`config.mk`:
```
export PLATFORM = sky130hd
export DESIGN_NAME = bfs_level_sched
export DESIGN_NICKNAME = d
export VERILOG_FILES = /design/src/rtl/bfs_level_sched.sv
export SDC_FILE = /design/constraint.sdc
export NUM_CORES = 1
export LEC_CHECK = 0
export ABC_CLOCK_PERIOD_IN_PS = 3600
export CORE_AREA = 2 2 442 444
export CTS_BUF_LIST = sky130_fd_sc_hd__clkbuf_4 sky130_fd_sc_hd__clkbuf_8
export DETAILED_ROUTE_END_ITERATION = 8
export DIE_AREA = 0 0 444 446
export SYNTH_ARGS = -nofsm -noshare
export SYNTH_HDL_FRONTEND = slang
export SYNTH_SLANG_ARGS = --single-unit
export TNS_END_PERCENT = 1
```
`constraint.sdc`:
```
create_clock -name clk -period 3.6 [get_ports clk]
set_clock_uncertainty 0.15 [all_clocks]
set_input_delay 0.54 -clock clk [delete_from_list [all_inputs] [get_ports clk]]
set_output_delay 0.54 -clock clk [all_outputs]
set_load 0.02 [all_outputs]
```
`src/rtl/bfs_level_sched.sv`:
```
// Level-synchronous BFS scheduler: clears vertex state, then streams the edge list once per level until a level produces no updates or max_level is reached.
// Optional drain watchdog enabled by defining BFS_LEVEL_SCHED_TIMEOUT_EN.
module bfs_level_sched #(
    parameter int LEVEL_W     = 8,
    parameter int INIT_CYCLES = 16,
    parameter int CNT_W       = 32,
    parameter int TIMEOUT     = 4096
) (
    input  logic               clk,
    input  logic               rst,
    input  logic               start,
    input  logic [CNT_W-1:0]   num_edge_words,
    input  logic [LEVEL_W-1:0] max_level,
    input  logic [511:0]       src_word,
    input  logic               src_valid,
    output logic               src_ready,
    output logic [511:0]       word_in,
    output logic               word_in_valid,
    output logic [CNT_W-1:0]   word_in_th,
    output logic               last_input_in,
    output logic [1:0]         control,
    output logic [LEVEL_W-1:0] current_level,
    input  logic               dp_done,
    input  logic               dp_valid,
    output logic               busy,
    output logic               finished,
    output logic [LEVEL_W-1:0] levels_run,
    output logic               timeout_err
);

    // state   | meaning
    // IDLE    | waiting for start
    // INIT    | control=3, clearing vertex state for INIT_CYCLES cycles
    // SCAN    | streaming edge words of the current level
    // DRAIN   | waiting for the datapath to finish the level
    // CHECK   | decide next level or stop
    // DONE    | one-cycle finished pulse
    typedef enum logic [2:0] {
        S_IDLE, S_INIT, S_SCAN, S_DRAIN, S_CHECK, S_DONE
    } state_t;

    localparam int INIT_W = $clog2(INIT_CYCLES + 1);
    localparam logic [CNT_W-1:0] CNT_ONE = CNT_W'(1);

    state_t             state, state_nxt;
    logic [INIT_W-1:0]  init_cnt;
    logic [CNT_W-1:0]   words_q;
    logic [CNT_W-1:0]   idx;
    logic [CNT_W-1:0]   upd_cnt;
    logic [LEVEL_W-1:0] max_q;
    logic               xfer, last_xfer, init_tc, drain_tc, check_stop;

    assign xfer       = (state == S_SCAN) && src_valid;
    assign last_xfer  = xfer && (idx == words_q - CNT_ONE);
    assign init_tc    = (init_cnt == '0);
    assign check_stop = (upd_cnt == '0) || (current_level == max_q);

`ifdef BFS_LEVEL_SCHED_TIMEOUT_EN
    localparam int TO_W = $clog2(TIMEOUT + 1);
    logic [TO_W-1:0] drain_cnt;

    // Reloaded outside DRAIN so it always starts fresh on DRAIN entry.
    always_ff @(posedge clk or negedge rst) begin
        if (!rst) begin
            drain_cnt <= '0;
        end else if (state != S_DRAIN) begin
            drain_cnt <= TO_W'(TIMEOUT - 1);
        end else if (drain_cnt != '0) begin
            drain_cnt <= drain_cnt - TO_W'(1);
        end
    end

    assign drain_tc = (state == S_DRAIN) && (drain_cnt == '0);

    always_ff @(posedge clk or negedge rst) begin
        if (!rst) begin
            timeout_err <= 1'b0;
        end else if (state == S_IDLE && start) begin
            timeout_err <= 1'b0;
        end else if (state == S_DRAIN && !dp_done && drain_tc) begin
            timeout_err <= 1'b1;
        end
    end
`else
    assign drain_tc    = 1'b0;
    assign timeout_err = 1'b0;
`endif

    always_ff @(posedge clk or negedge rst) begin
        if (!rst) state <= S_IDLE;
        else      state <= state_nxt;
    end

    always_comb begin
        state_nxt = state;
        control   = 2'd0;
        src_ready = 1'b0;
        busy      = 1'b1;
        finished  = 1'b0;
        case (state)
            S_IDLE: begin
                busy = 1'b0;
                if (start) state_nxt = (num_edge_words == '0) ? S_DONE : S_INIT;
            end
            S_INIT: begin
                control = 2'd3;
                if (init_tc) state_nxt = S_SCAN;
            end
            S_SCAN: begin
                control   = 2'd1;
                src_ready = 1'b1;
                if (last_xfer) state_nxt = S_DRAIN;
            end
            S_DRAIN: begin
                control = 2'd2;
                if (dp_done)       state_nxt = S_CHECK;
                else if (drain_tc) state_nxt = S_DONE;
            end
            S_CHECK: begin
                control   = 2'd2;
                state_nxt = check_stop ? S_DONE : S_SCAN;
            end
            S_DONE: begin
                finished  = 1'b1;
                state_nxt = S_IDLE;
            end
            default: state_nxt = S_IDLE;
        endcase
    end

    always_ff @(posedge clk or negedge rst) begin
        if (!rst) begin
            init_cnt <= '0;
        end else if (state != S_INIT) begin
            init_cnt <= INIT_W'(INIT_CYCLES - 1);
        end else if (!init_tc) begin
            init_cnt <= init_cnt - INIT_W'(1);
        end
    end

    // Index restarts every time SCAN is entered, so it wraps per level.
    always_ff @(posedge clk or negedge rst) begin
        if (!rst) begin
            idx <= '0;
        end else if (state != S_SCAN) begin
            idx <= '0;
        end else if (xfer) begin
            idx <= idx + CNT_ONE;
        end
    end

    always_ff @(posedge clk or negedge rst) begin
        if (!rst) begin
            word_in       <= '0;
            word_in_valid <= 1'b0;
            word_in_th    <= '0;
            last_input_in <= 1'b0;
        end else begin
            word_in_valid <= xfer;
            last_input_in <= last_xfer;
            if (xfer) begin
                word_in    <= src_word;
                word_in_th <= idx;
            end
        end
    end

    always_ff @(posedge clk or negedge rst) begin
        if (!rst) begin
            upd_cnt <= '0;
        end else if ((state == S_IDLE && start) || state == S_CHECK) begin
            upd_cnt <= '0;
        end else if ((state == S_SCAN || state == S_DRAIN) && dp_valid && upd_cnt != '1) begin
            upd_cnt <= upd_cnt + CNT_ONE;
        end
    end

    always_ff @(posedge clk or negedge rst) begin
        if (!rst) begin
            words_q       <= '0;
            max_q         <= '0;
            current_level <= '0;
            levels_run    <= '0;
        end else if (state == S_IDLE && start) begin
            words_q       <= num_edge_words;
            max_q         <= max_level;
            current_level <= '0;
            levels_run    <= '0;
        end else if (state == S_CHECK) begin
            levels_run <= levels_run + LEVEL_W'(1);
            if (!check_stop) current_level <= current_level + LEVEL_W'(1);
        end
    end

endmodule

```
---- After elaboration in Yosys (flattened, before gate mapping) ----
Cells that the tools add are included.
W data, S select, Z words.
operators by class
  reductions and logical operators ........ 18
  muxes and demuxes ....................... 22
  add/sub/neg operators ................... 6
  equal/unequal tests ..................... 16
operators with widths
  cell                     count
  $mux W32                 4
  $add A32 B1 Y32 const B  2
  $logic_not A32 Y1        2
  $mux W8                  5
  $eq A32 B32 Y1           1
  $ne A32 B32 Y1 const B   1
  $sub A32 B1 Y32 const B  1
  $mux W3                  6
  $add A8 B1 Y8 const B    2
  $pmux W3 S5              1
  $mux W5                  2
  $eq A8 B8 Y1             1
  $ne A2 B2 Y1 const B     4
  $eq A3 B2 Y1 const B     2
  $eq A3 B3 Y1 const B     2
  $pmux W2 S3              1
  $reduce_bool A2 Y1       3
  $logic_and A1 B1 Y1      5
  $logic_not A5 Y1         1
  $sub A5 B1 Y5 const B    1
  $ne A2 B1 Y1 const B     2
  $reduce_and A4 Y1        1
  $eq A3 B1 Y1 const B     1
  $logic_not A3 Y1         1
  other kinds (6)          10
word-level totals
  register bits after elaboration ......... 674
  word-level logic and storage cells ...... 74
  output and inout port bits .............. 568

---- Logic depth before layout (Yosys ltp) ----
  depth after elaboration ................. 6
  gate-level depth with buffers ........... 10
  depth with buffers taken out ............ 10

---- Worst setup path before layout ----
No wires, ideal clock.
  kind .................................... register to register
  from .................................... reg words_q[0]
  to ...................................... reg state[0]
  cell stages (with the launch flop) ...... 10
  path buffers ............................ 0
  arrival ................................. 2679 ps
  period minus slack after synthesis ...... 2894 ps
  required time ........................... 3386 ps
  library setup time ...................... 64 ps
  slack ................................... 706 ps
  path through ............................ dfrtp_1 inv_1 ha_1 or4b_4 or4b_1 a311oi_1 o2bb2ai_1 a2111oi_2 and4b_1 o21a_1
between the ends
  cells in the longest elaborated chain, start to end .. 5
ends and longest elaborated chain
  item                                line  source
  start, declared                     47    logic [CNT_W-1:0] words_q;
  start signal, assigned              185   words_q <= num_edge_words;
  $sub A32 B1 Y32                     54    assign last_xfer = xfer && (idx == words_q - CNT_ONE);
  $eq A32 B32 Y1                      54
  $logic_and A1 B1 Y1                 54
  via last_xfer                       51    logic xfer, last_xfer, init_tc, drain_tc, check_stop;
  $ne A2 B2 Y1 (no source line)       n/a
  $reduce_and A4 Y1 (no source line)  n/a
  end signal, assigned                91    else state <= state_nxt;
  end, declared                       45    state_t state, state_nxt;
The timed path passes the listed nets, and every way through them passes these cells.
A chain may end at the register's enable or synchronous reset.

---- Worst setup path after layout ----
  from .................................... reg state[1]
  to ...................................... out control[1]
between the ends
  cells in the longest elaborated chain, start to end .. 3
  elaborated cells between the ends (all ways) .. 6
ends and longest elaborated chain
  item                                                 line  source
  $eq A3 B3 Y1 / $eq A3 B2 Y1 (equally long branches)  100   case (state)
  $reduce_or A2 Y1 (no source line)                    n/a
  $pmux W2 S3 *                                        100
  end, declared                                        21    output logic [1:0] control,
Every way passes the cells marked *; elsewhere a longest branch is shown, timed or not.

==> out/qor.txt <==
Most common cell after layout, fill and taps aside - clkdlybuf4s50_1
Worst skew pair latency - 0.86 ns
CTS Buf Count - 136
Worst Setup End Kind - output port
Antenna violations before repair - 70
Power per cell area - 918.3 nW/um2
Total power - 42.31 mW
Placer congestion estimate - 0.9286
Hold EP - word_in[468]$_DFFE_PN0P_
Worst path required time - 2.91 ns
Most frequent cells in the layout - clkdlybuf4s50_1 (1122), dfrtp_1 (674), mux2_2 (544), nand2_1 (172), clkbuf_8 (165)
Clk sinks - 674
Yosys Warn Count - 0
Final Hold Viols - 0
Hold Crit Class - in -> reg
Clk root buf - clkbuf_8
Initial DRT Pass Iterations - 5
Cell count after synthesis - 1998
Placed cells - 5627
Std-Cell Rows - 162
Fmax achieved - 300.9 MHz
Final period util - 0.9233
CP Max Fanout - 13
Critical path type - reg -> out
Total of max-cap violations - 0
GR Util met1 - 0.1656
Startpoint types - flop
Post-DP HPWL - 128700 um
Layout cells sized above 1 - 0.2481
Met2 Use GR - 0.2518
Largest area contributor in the netlist - dfrtp_1
Yosys reg bits - 674
Die area - 198000 um2
Rel. slew slack - 0.3648
Status - complete, no violations
Primary FF master, synth - dfrtp_1
Worst reg2reg setup slack - 0.44 ns
Htree depth - 4
CTS clk-pin slew, worst paths - 0.06 ns
# IOs - 1126
Worst r2r src - words_q[0]$_DFFE_PN0P_
Tmin final - 3.324 ns
Hold_sp - src_word[468]
EDFF count, synth - 0
Leak Pwr - 18.39 nW
Setup TNS - 0 ns
Placeable Area - 193600 um2
Die width - 444 um
Compound-Gate Fraction of Synth Area - 0.01841
DR iter-0 viols - 1358
WL/cell - 25.77 um
Fin cells - 5992
Multiplexer share of the synthesized area - 0.2259
Simple-Gate Fraction of Synth Area - 0.08254
Number of setup violations in the final report - 0
RSZ-0062 raised after global routing - false
Gr busiest metal - met2
WP data arrival - 2.63 ns
First-pass GRT wire length - 203300 um
NumNets Final - 3899
Initial Util - 0.1408
Synth area leaders - dfrtp_1 (62%), mux2_2 (22%), nand2_1 (2.4%)
Post-Syn Area - 27260 um2
Via Count - 22.48k
Fillers - 20.47k
Least-Margin Pin Slew - 0.9499 ns
Largest family of logic cells by synthesized area - multiplexers
Mapped Avg Cell Area - 13.64 um2
Hold depth - 2
Routed vias/inst - 3.751
Reg-to-Reg End - state[0]$_DFFE_PN0P_
Port Buffers - 1124
Final ANT Viol Nets - 0
Post-synth cell types - 60
Post-Synth XOR/XNOR Area - 0.03503
Seq/Total Area, Yosys - 0.6188
Area Overhead vs Synth - 69.02%
Largest net degree at the start of global routing - 99
Post_cts resized - 0
Remaining Overflow, GRT - 0
DRC viols - 0
Syn Nets - 2564
All-Layer GR Usage - 0.1513
Post-synth ARST share - 1.000
Reg2reg path depth - 9
Max-slew violation count - 0
Peak VDD IR - 486.1 uV
Top cell type's share of synthesized area - 0.6188
Die Span Y - 446 um
TritonCTS clock tree - built
Clk buf depth - 3
Post-Synth Adder-Cell Area - 0.003672
Vias in the first global route - 23.10k
Met3 Use GR - 0.07371
Drt total wl - 154400 um
-- critical path: stages (launching register included) --
cell	delay [ns]
dfrtp_1	0.55
nor2_1	0.23
nand2_1	0.20
nand2_1	0.14
clkdlybuf4s50_1	0.66
-- cells by family (layout without fill, tap and decap cells) --
group / after synthesis / count (layout)
flip-flops: 674 / 674
multiplexers: 547 / 547
AND/OR/NAND/NOR: 469 / 469
XOR/XNOR: 109 / 109
buffers and inverters: 108 / 1540
AO/OA/AOI/OAI: 82 / 82
adder cells (fa/ha/maj): 8 / 8
other: 1 / 21
-- layout make-up --
class,instances,area (um2),share of cell area
Inverter,14,52.55,0.001141
Clock buffer,205,2571,0.05581
Timing Repair Buffer,1291,12990,0.2819
Antenna cell,20,50.05,0.001086
Clock inverter,30,382.9,0.008311
Multi-Input combinational cell,1216,9978,0.2166
Tap cell,2542,3181,0.06904
Sequential cell,674,16870,0.3661
-- flip-flops by register name, indices dropped and copies added, names as in the netlist --
signal	count
word_in_valid	1
current_level	8
word_in_th	32
word_in	512
levels_run	8
idx	32
max_q	8
words_q	32
upd_cnt	32
last_input_in	1
state	3
init_cnt	5
-- worst max path at each step --
stage / endpoint / depth (start not counted) / start
after CTS: control[1] / 4 / state[1]$_DFFE_PN0P_
after floorplan: state[0]$_DFFE_PN0P_ / 9 / words_q[0]$_DFFE_PN0P_
after global routing: control[1] / 4 / state[1]$_DFFE_PN0P_
after detailed placement: state[0]$_DFFE_PN0P_ / 10 / words_q[0]$_DFFE_PN0P_
after global placement: state[0]$_DFFE_PN0P_ / 9 / words_q[0]$_DFFE_PN0P_
final: control[1] / 4 / state[1]$_DFFE_PN0P_
-- what timing repair did --
action,in CTS,in global routing
hold buffers,110,0
setup buffers,0,0
hold endpoints to repair,475,0
-- synth_stat cells (all sizes together) (5+ instances only) --
master / number
a21oi: 18
and2: 5
and3: 25
and4: 7
clkbuf: 89
dfrtp: 674
ha: 8
inv: 14
mux2: 544
nand2: 172
nand3: 48
nand3b: 5
nand4: 26
nor2: 99
nor2b: 5
nor3: 16
nor4: 25
o21ai: 33
or3: 9
or4: 7
xnor2: 45
xor2: 64
-- report_power, final --
group	total [mW]	switching (mW)	internal (mW)
clock network	8.71	3.75	4.96
registers	13.7	2.79	10.9
logic	19.9	10.4	9.54
total	42.3	16.9	25.4
-- through the flow --
stage / utilization / instance area [um2] / setup slack [ns] / hold WS (ns)
finish: 0.2380 / 46070 / 0.2762 / 0.1212
global route: 0.2379 / 46040 / 0.07154 / 0.02225
CTS: 0.2377 / 46020 / 0.1594 / 0.00009426
detailed placement: 0.2167 / 41950 / 0.4008 / 0.3107
global placement: 0.2167 / 41950 / 0.3946 / 0.3150
floorplan: - / 27260 / 0.7064 / 0.09441
-- routing by layer --
metal / vias up / wire [um]
met5: - / 118
met4: 8 / 5339
met3: 261 / 16460
met2: 943 / 75790
met1: 11518 / 56720
li1: 9746 / -
Power figures use the tool's default switching activity.
